$ cat config.mk
export PLATFORM = sky130hd
export DESIGN_NAME = imem_port_arbiter
export DESIGN_NICKNAME = d
export VERILOG_FILES = /design/src/rtl/imem_pkg.sv /design/src/rtl/imem_addr_decode.sv /design/src/rtl/imem_port_arbiter.sv
export SDC_FILE = /design/constraint.sdc
export NUM_CORES = 1
export LEC_CHECK = 0
export ABC_AREA = 1
export CAP_MARGIN = 0
export CORE_AREA = 2 2 108 110
export CTS_CLUSTER_SIZE = 30
export DETAILED_ROUTE_END_ITERATION = 12
export DIE_AREA = 0 0 110 112
export PLACE_DENSITY = 0.72
export SYNTH_ARGS = -nofsm -noshare
export SYNTH_HDL_FRONTEND = slang
export SYNTH_SLANG_ARGS = --single-unit
export TNS_END_PERCENT = 100
$ cat constraint.sdc
create_clock -name clk -period 1.5 [get_ports clk]
set_input_delay 0.225 -clock clk [delete_from_list [all_inputs] [get_ports clk]]
set_output_delay 0.225 -clock clk [all_outputs]
set_load 0.1 [all_outputs]
$ cat src/rtl/imem_pkg.sv
// ==== imem_pkg : shared types, constants and address decode for the imem port arbiter (rev 1.0) ====
`default_nettype none

package imem_pkg;

    localparam logic [31:0] NOP_INSTR = 32'h0000_0033;

    // Decode is done at a fixed wide width so one function serves any ADDR_W up to this.
    localparam int DEC_AW = 128;

    typedef enum logic [1:0] {
        RUN    = 2'd0,
        DRAIN  = 2'd1,
        LOCKED = 2'd2
    } arb_state_e;

    typedef struct packed {
        logic [31:0] index;
        logic        oob;
        logic        misaligned;
    } addr_dec_t;

    function automatic addr_dec_t decode_addr(input logic [DEC_AW-1:0] addr,
                                              input int unsigned       depth);
        addr_dec_t         d;
        logic [DEC_AW-1:0] limit;
        limit        = DEC_AW'(depth) << 2;
        d.index      = 32'((addr >> 2) & DEC_AW'(depth - 1));
        d.oob        = (addr >= limit);
        d.misaligned = (addr[1:0] != 2'b00);
        return d;
    endfunction

endpackage

`default_nettype wire

$ cat src/rtl/imem_addr_decode.sv
// ==== imem_addr_decode : byte address -> word index / out-of-bounds / misaligned flags (rev 1.0) ====
`default_nettype none

module imem_addr_decode
    import imem_pkg::*;
#(
    parameter  int ADDR_W = 64,
    parameter  int DEPTH  = 1024,
    localparam int IDX_W  = $clog2(DEPTH)
) (
    input  logic [ADDR_W-1:0] addr_i,
    output logic [IDX_W-1:0]  index_o,
    output logic              oob_o,
    output logic              misaligned_o
);

    logic [DEC_AW-1:0] w_addr_ext;
    addr_dec_t         w_dec;
    logic              w_unused_idx_hi;

    assign w_addr_ext      = DEC_AW'(addr_i);
    assign w_dec           = decode_addr(w_addr_ext, DEPTH);
    assign index_o         = w_dec.index[IDX_W-1:0];
    assign oob_o           = w_dec.oob;
    assign misaligned_o    = w_dec.misaligned;
    assign w_unused_idx_hi = ^w_dec.index[31:IDX_W];

endmodule

`default_nettype wire

$ cat src/rtl/imem_port_arbiter.sv
// ==== imem_port_arbiter : fetch/loader arbitration for a single-port instruction memory (rev 1.0) ====
`default_nettype none

module imem_port_arbiter
    import imem_pkg::*;
#(
    parameter  int          ADDR_W    = 64,
    parameter  int          DEPTH     = 1024,
    parameter  logic [31:0] NOP_INSTR = imem_pkg::NOP_INSTR,
    parameter  int          MAX_STALL = 4,
    localparam int          IDX_W     = $clog2(DEPTH)
) (
    input  logic              clk,
    input  logic              rst_n,
    input  logic              fetch_valid_i,
    output logic              fetch_ready_o,
    input  logic [ADDR_W-1:0] fetch_addr_i,
    output logic              fetch_rsp_valid_o,
    output logic [31:0]       fetch_rsp_instr_o,
    output logic              fetch_rsp_err_o,
    input  logic              load_valid_i,
    output logic              load_ready_o,
    input  logic [ADDR_W-1:0] load_addr_i,
    input  logic [31:0]       load_data_i,
    output logic              load_err_o,
    input  logic              prog_lock_i,
    output logic              lock_active_o,
    output logic              load_done_o,
    output logic              mem_en_o,
    output logic              mem_we_o,
    output logic [IDX_W-1:0]  mem_index_o,
    output logic [31:0]       mem_wdata_o,
    input  logic [31:0]       mem_rdata_i
);

    localparam int               CNT_W     = $clog2(MAX_STALL + 1);
    localparam logic [CNT_W-1:0] STALL_MAX = CNT_W'(MAX_STALL);

    arb_state_e       state_q, state_d;
    logic [CNT_W-1:0] stall_q, stall_d;
    logic             rsp_valid_q;
    logic             rsp_mem_q;
    logic             rsp_err_q;
    logic [31:0]      instr_hold_q;
    logic             load_err_q;
    logic             load_done_q;

    logic [IDX_W-1:0] fetch_idx, load_idx;
    logic             fetch_oob, fetch_mis, load_oob, load_mis;
    logic             fetch_ok, load_ok;
    logic             fetch_gnt, load_gnt;
    logic [31:0]      rsp_instr;

    imem_addr_decode #(.ADDR_W(ADDR_W), .DEPTH(DEPTH)) u_fetch_dec (
        .addr_i       (fetch_addr_i),
        .index_o      (fetch_idx),
        .oob_o        (fetch_oob),
        .misaligned_o (fetch_mis)
    );

    imem_addr_decode #(.ADDR_W(ADDR_W), .DEPTH(DEPTH)) u_load_dec (
        .addr_i       (load_addr_i),
        .index_o      (load_idx),
        .oob_o        (load_oob),
        .misaligned_o (load_mis)
    );

    assign fetch_ok = !fetch_oob && !fetch_mis;
    assign load_ok  = !load_oob && !load_mis;

    always_comb begin
        state_d   = state_q;
        stall_d   = stall_q;
        fetch_gnt = 1'b0;
        load_gnt  = 1'b0;
        unique case (state_q)
            RUN: begin
                // Loader has priority until fetch has lost MAX_STALL cycles in a row.
                fetch_gnt = fetch_valid_i && (!load_valid_i || (stall_q == STALL_MAX));
                load_gnt  = load_valid_i && !fetch_gnt;
                if (fetch_valid_i && !fetch_gnt) begin
                    stall_d = (stall_q == STALL_MAX) ? stall_q : stall_q + CNT_W'(1);
                end else begin
                    stall_d = '0;
                end
                if (prog_lock_i) begin
                    state_d = DRAIN;
                end
            end
            DRAIN: begin
                stall_d = '0;
                state_d = LOCKED;
            end
            LOCKED: begin
                stall_d  = '0;
                load_gnt = load_valid_i;
                if (!prog_lock_i) begin
                    state_d = RUN;
                end
            end
            default: begin
                stall_d = '0;
                state_d = RUN;
            end
        endcase
        if (!rst_n) begin
            fetch_gnt = 1'b0;
            load_gnt  = 1'b0;
        end
    end

    always_comb begin
        mem_en_o    = 1'b0;
        mem_we_o    = 1'b0;
        mem_index_o = '0;
        mem_wdata_o = '0;
        if (fetch_gnt && fetch_ok) begin
            mem_en_o    = 1'b1;
            mem_index_o = fetch_idx;
        end else if (load_gnt && load_ok) begin
            mem_en_o    = 1'b1;
            mem_we_o    = 1'b1;
            mem_index_o = load_idx;
            mem_wdata_o = load_data_i;
        end
    end

    // Read data arrives the cycle after the grant; the hold register keeps it stable afterwards.
    assign rsp_instr = rsp_valid_q ? (rsp_mem_q ? mem_rdata_i : NOP_INSTR) : instr_hold_q;

    always_ff @(posedge clk) begin
        if (!rst_n) begin
            state_q      <= RUN;
            stall_q      <= '0;
            rsp_valid_q  <= 1'b0;
            rsp_mem_q    <= 1'b0;
            rsp_err_q    <= 1'b0;
            instr_hold_q <= NOP_INSTR;
            load_err_q   <= 1'b0;
            load_done_q  <= 1'b0;
        end else begin
            state_q      <= state_d;
            stall_q      <= stall_d;
            rsp_valid_q  <= fetch_gnt;
            instr_hold_q <= rsp_instr;
            load_err_q   <= load_gnt && !load_ok;
            load_done_q  <= (state_q == LOCKED) && (state_d == RUN);
            if (fetch_gnt) begin
                rsp_mem_q <= fetch_ok;
                rsp_err_q <= fetch_mis;
            end
        end
    end

    assign fetch_ready_o     = fetch_gnt;
    assign load_ready_o      = load_gnt;
    assign fetch_rsp_valid_o = rsp_valid_q && rst_n;
    assign fetch_rsp_instr_o = rsp_instr;
    assign fetch_rsp_err_o   = rsp_err_q;
    assign load_err_o        = load_err_q && rst_n;
    assign load_done_o       = load_done_q && rst_n;
    assign lock_active_o     = (state_q == LOCKED);

endmodule

`default_nettype wire

==> results summary <==
The flow ran to the end, but the final reports show violations. The final reports fail on setup timing. The diode insertion count for antenna repair is 0. For this design the static power due to leakage is 3.53 nW.

The area of all placed cells without fillers came out at 8160 sq um. Yosys printed 0 warnings. The synthesis-to-layout area growth is 192%. The H-tree depth is 2. The library cell used most frequently in the layout, excluding fill and tap cells, is sky130_fd_sc_hd__inv_1. The beginning of the worst register-to-register path is stall_q[1]$_SDFFE_PN0N_. The number of cells produced by synthesis is 484.

The worst slew margin relative to its limit came out at 76.1%. STA classifies the critical path endpoint as an output port. CTS placed an instance of sky130_fd_sc_hd__clkbuf_16 at the clock tree root. Of the cells placed in the final design, the portion with a size suffix greater than 1 is 31.6%.

The via count of the first global-routing pass is 4409. The pre-antenna-repair detailed-routing pass consisted of 4 iterations. Once the floorplan was initialized, standard cells occupied 25.0% of the core. The number of endpoints with negative hold slack in the final report is 0. The number of remaining DRC errors is 0. The die covers 12300 sq um. The chip width is 110 um. The part of the cycle the worst path needs is 139%. In this run the worst path has a maximum fanout of 20.

Timing would allow up to 478 MHz. Once detailed placement completed, the half-perimeter wirelength came to 11.0 mm. The first global-routing pass estimated 20.4 mm of wire. The number of pins exceeding their max-slew limit in the final report is 0. The area of the placeable core is 11200 sq um. The number of DRC violations after detailed-routing iteration 0 came out at 108. The die is 112 um tall. The cell area after synthesis came out at 2800 sq um. The pin count of the biggest net entering global routing came out at 33. The kind of start point of the critical path is an input pin. The slowest stage of the critical path belongs to the cell sky130_fd_sc_hd__clkdlybuf4s50_1. In the final routed layout, each cell accounts on average for 14.2 um. Global routing used 20.8% of the available tracks. For this run, asynchronously set or reset flops after synthesis account for 0%. The synthesized area per cell is 5.78 sq um.

The worst hold path terminates at rsp_mem_q$_SDFFE_PN0P_. The endpoint identified for the worst register-to-register timing path is rsp_mem_q$_SDFFE_PN0P_. The final worst setup slack came out at -591 ps. Across the run, the number of max-cap violations was 0.

The sum of overflow across all layers after global routing came out at 0. Yosys mapped the design onto 24 distinct sky130hd cell types. Counting flops with a built-in enable in the synthesized netlist gives 0. The number of I/O pins came out at 280. The signal on the critical path passes through clkdlybuf4s50_1 > inv_1 > nor2_1 > nand2_1 > and3_4 > nand3_4 > buf_16 > clkinvlp_4 > buf_12. In this run the cell area measured after placement is 7610 sq um. In the layout the commonest cells are 121 x sky130_fd_sc_hd__inv_1, 112 x sky130_fd_sc_hd__nor2_1, 112 x sky130_fd_sc_hd__clkdlybuf4s50_1. The worst supply voltage drop on vdd is 0.415 mV. The fill cell instance count of the final layout is 773. The worst slack at placement is -644 ps. After clock tree synthesis, the clock-pin slew on the worst setup and hold paths is 50 ps. Port buffering added 279 buffers. The initial antenna violation count was 0.

The transition time of the tightest slew-check pin came out at 358 ps. The number of synthesized register bits came out at 42. Subtracting the final worst setup slack from the clock period gives 2090 ps. The longest clock path from root to sink contains 2 buffers.

Counting instances, the worst hold path has a depth of 6. By area the synthesized netlist is led by sky130_fd_sc_hd__dfxtp_1 30%, sky130_fd_sc_hd__nor2_1 19%, sky130_fd_sc_hd__inv_1 18%, sky130_fd_sc_hd__nand2_1 8.3%, sky130_fd_sc_hd__o22ai_1 7.2%. The total power divided by cell area came out at 388 nW/um^2. The critical path buffer and inverter count came out at 5. The source-to-sink clock delay at the later pin of the worst-skew pair came out at 270 ps. The arrival time at the worst endpoint came out at 1870 ps.

The setup path with the least slack is of type in2out. The final weighted congestion of routability-driven global placement came out at 0.893. The post-detailed-route via-to-cell ratio came out at 4.43.

The sequential share of the synthesized area came out at 30.0%. The final-stage net count is 1004. The area share of the largest cell type after synthesis is 30.0%. The number of nets with antenna violations after routing is 0. The clock tree from TritonCTS is yes. sky130_fd_sc_hd__dfxtp_1 takes more of the synthesized area than any other cell.

The routed via count came out at 4198. The most used flip-flop cell after synthesis is sky130_fd_sc_hd__dfxtp_1. Total power for the finished layout comes to 3.17 mW. The critical path required time came out at 1270 ps. For flop-to-flop paths, the worst setup slack is 0 ps.

The number of setup violations in the final report came out at 79. The number of nets handed over by synthesis was 683. The CTS sink count came out at 42. The maximum clock skew at final layout came out at 4.55 ps. The highest cell delay on the worst timing path is 460 ps. Setup repair after global routing could not meet its margin everywhere. The smallest hold slack came out at 445 ps. TritonCTS created 5 clock buffers. Among cell families on the critical path, the largest total delay comes from buffers and inverters. The worst hold path belongs to the class in2reg. The cell row count came out at 39.

The worst register-to-register path has a depth of 11. The final routed wirelength across all metal layers came out at 13.4 mm. The startpoint identified for the worst hold timing path is fetch_addr_i[42].
-- worst max-delay path by stage --
stage	start	to	slack [ps]	cells after the start
after floorplan	stall_q[1]$_SDFFE_PN0N_	mem_wdata_o[10]	-480	9
after global placement	load_addr_i[45]	mem_wdata_o[10]	-620	10
after detailed placement	load_addr_i[43]	mem_wdata_o[10]	-640	10
after CTS	stall_q[1]$_SDFFE_PN0N_	mem_we_o	-580	10
after global routing	stall_q[1]$_SDFFE_PN0N_	mem_wdata_o[16]	-660	10
final	fetch_valid_i	mem_we_o	-590	9
-- flip-flops by register name, indices dropped and copies added (netlist names) --
name,cells
fetch_rsp_err_o,1
rsp_valid_q,1
load_err_q,1
load_done_q,1
state_q,2
stall_q,3
instr_hold_q,32
rsp_mem_q,1
-- area by class of cell --
class / instances / area (sq um) / share of cell area (%)
flip-flops and latches: 42 / 848 / 10.4
multi-input cells: 290 / 2180 / 26.7
well taps: 143 / 179 / 2.19
inverters: 132 / 523 / 6.41
repair buffers: 334 / 4270 / 52.3
clock buffers: 7 / 164 / 2.01
-- per-stage QoR --
step	std cells	util, %	TNS (ps)
CTS	942	72.0	-27300
global route	948	73.0	-32090
finish	948	73.0	-26000
floorplan	484	-	-19320
global placement	917	68.1	-26190
detailed placement	917	68.1	-26910
-- routing by layer --
layer | global-route usage (%) | up-vias | wire length (um)
met5 | 0 | - | 0
met4 | 6.84 | 0 | 355
met3 | 4.92 | 20 | 964
met2 | 41.4 | 188 | 7530
met1 | 20.2 | 1907 | 4570
li1 | - | 2083 | -
-- worst reg2reg max path, delay by kind of cell (launching register included) --
family / cells / cell delay, ps
AO/OA/AOI/OAI: 1 / 120
flip-flops: 1 / 320
adder cells (fa/ha/maj): 1 / 130
buffers and inverters: 4 / 490
AND/OR/NAND/NOR: 5 / 360
-- cell usage after synthesis (2+ instances only) --
| cell type | n |
|---|---|
| sky130_fd_sc_hd__a21oi_1 | 5 |
| sky130_fd_sc_hd__buf_2 | 8 |
| sky130_fd_sc_hd__buf_4 | 3 |
| sky130_fd_sc_hd__buf_6 | 3 |
| sky130_fd_sc_hd__clkbuf_1 | 6 |
| sky130_fd_sc_hd__dfxtp_1 | 42 |
| sky130_fd_sc_hd__ha_1 | 2 |
| sky130_fd_sc_hd__inv_1 | 131 |
| sky130_fd_sc_hd__nand2_1 | 62 |
| sky130_fd_sc_hd__nand3_1 | 4 |
| sky130_fd_sc_hd__nand4_1 | 24 |
| sky130_fd_sc_hd__nor2_1 | 139 |
| sky130_fd_sc_hd__nor2_2 | 13 |
| sky130_fd_sc_hd__o22ai_1 | 32 |
-- where the power goes --
| part | internal, mW | total, mW | switching (mW) | leakage [nW] |
|---|---|---|---|---|
| Combinational | 0.532 | 0.887 | 0.355 | 3.10 |
| Clock | 0.753 | 1.15 | 0.398 | 0.0811 |
| Sequential | 1.12 | 1.13 | 0.00848 | 0.341 |
-- cell families (layout without fill, tap and decap cells) --
| group | count (synthesis) | count (layout) | synth area share [%] |
|---|---|---|---|
| AOI/OAI and AO/OA | 38 | 38 | 8.31 |
| xor gates and xnor gates | 1 | 1 | 0.313 |
| adders and majority gates | 2 | 2 | 0.894 |
| buffers and inverters | 152 | 473 | 22.0 |
| and+or+nand+nor | 249 | 249 | 38.4 |
| DFF | 42 | 42 | 30.0 |
-- repair_timing --
| item | in CTS | in global routing |
|---|---|---|
| hold buffers | 0 | 0 |
| gates cloned | 6 | 1 |
| pin swaps | 42 | 22 |
| resized for setup | 86 | 47 |
| setup endpoints to repair | 78 | 79 |
| buffers inserted | 13 | 8 |
Note: power is estimated with default switching activity, not from simulation.
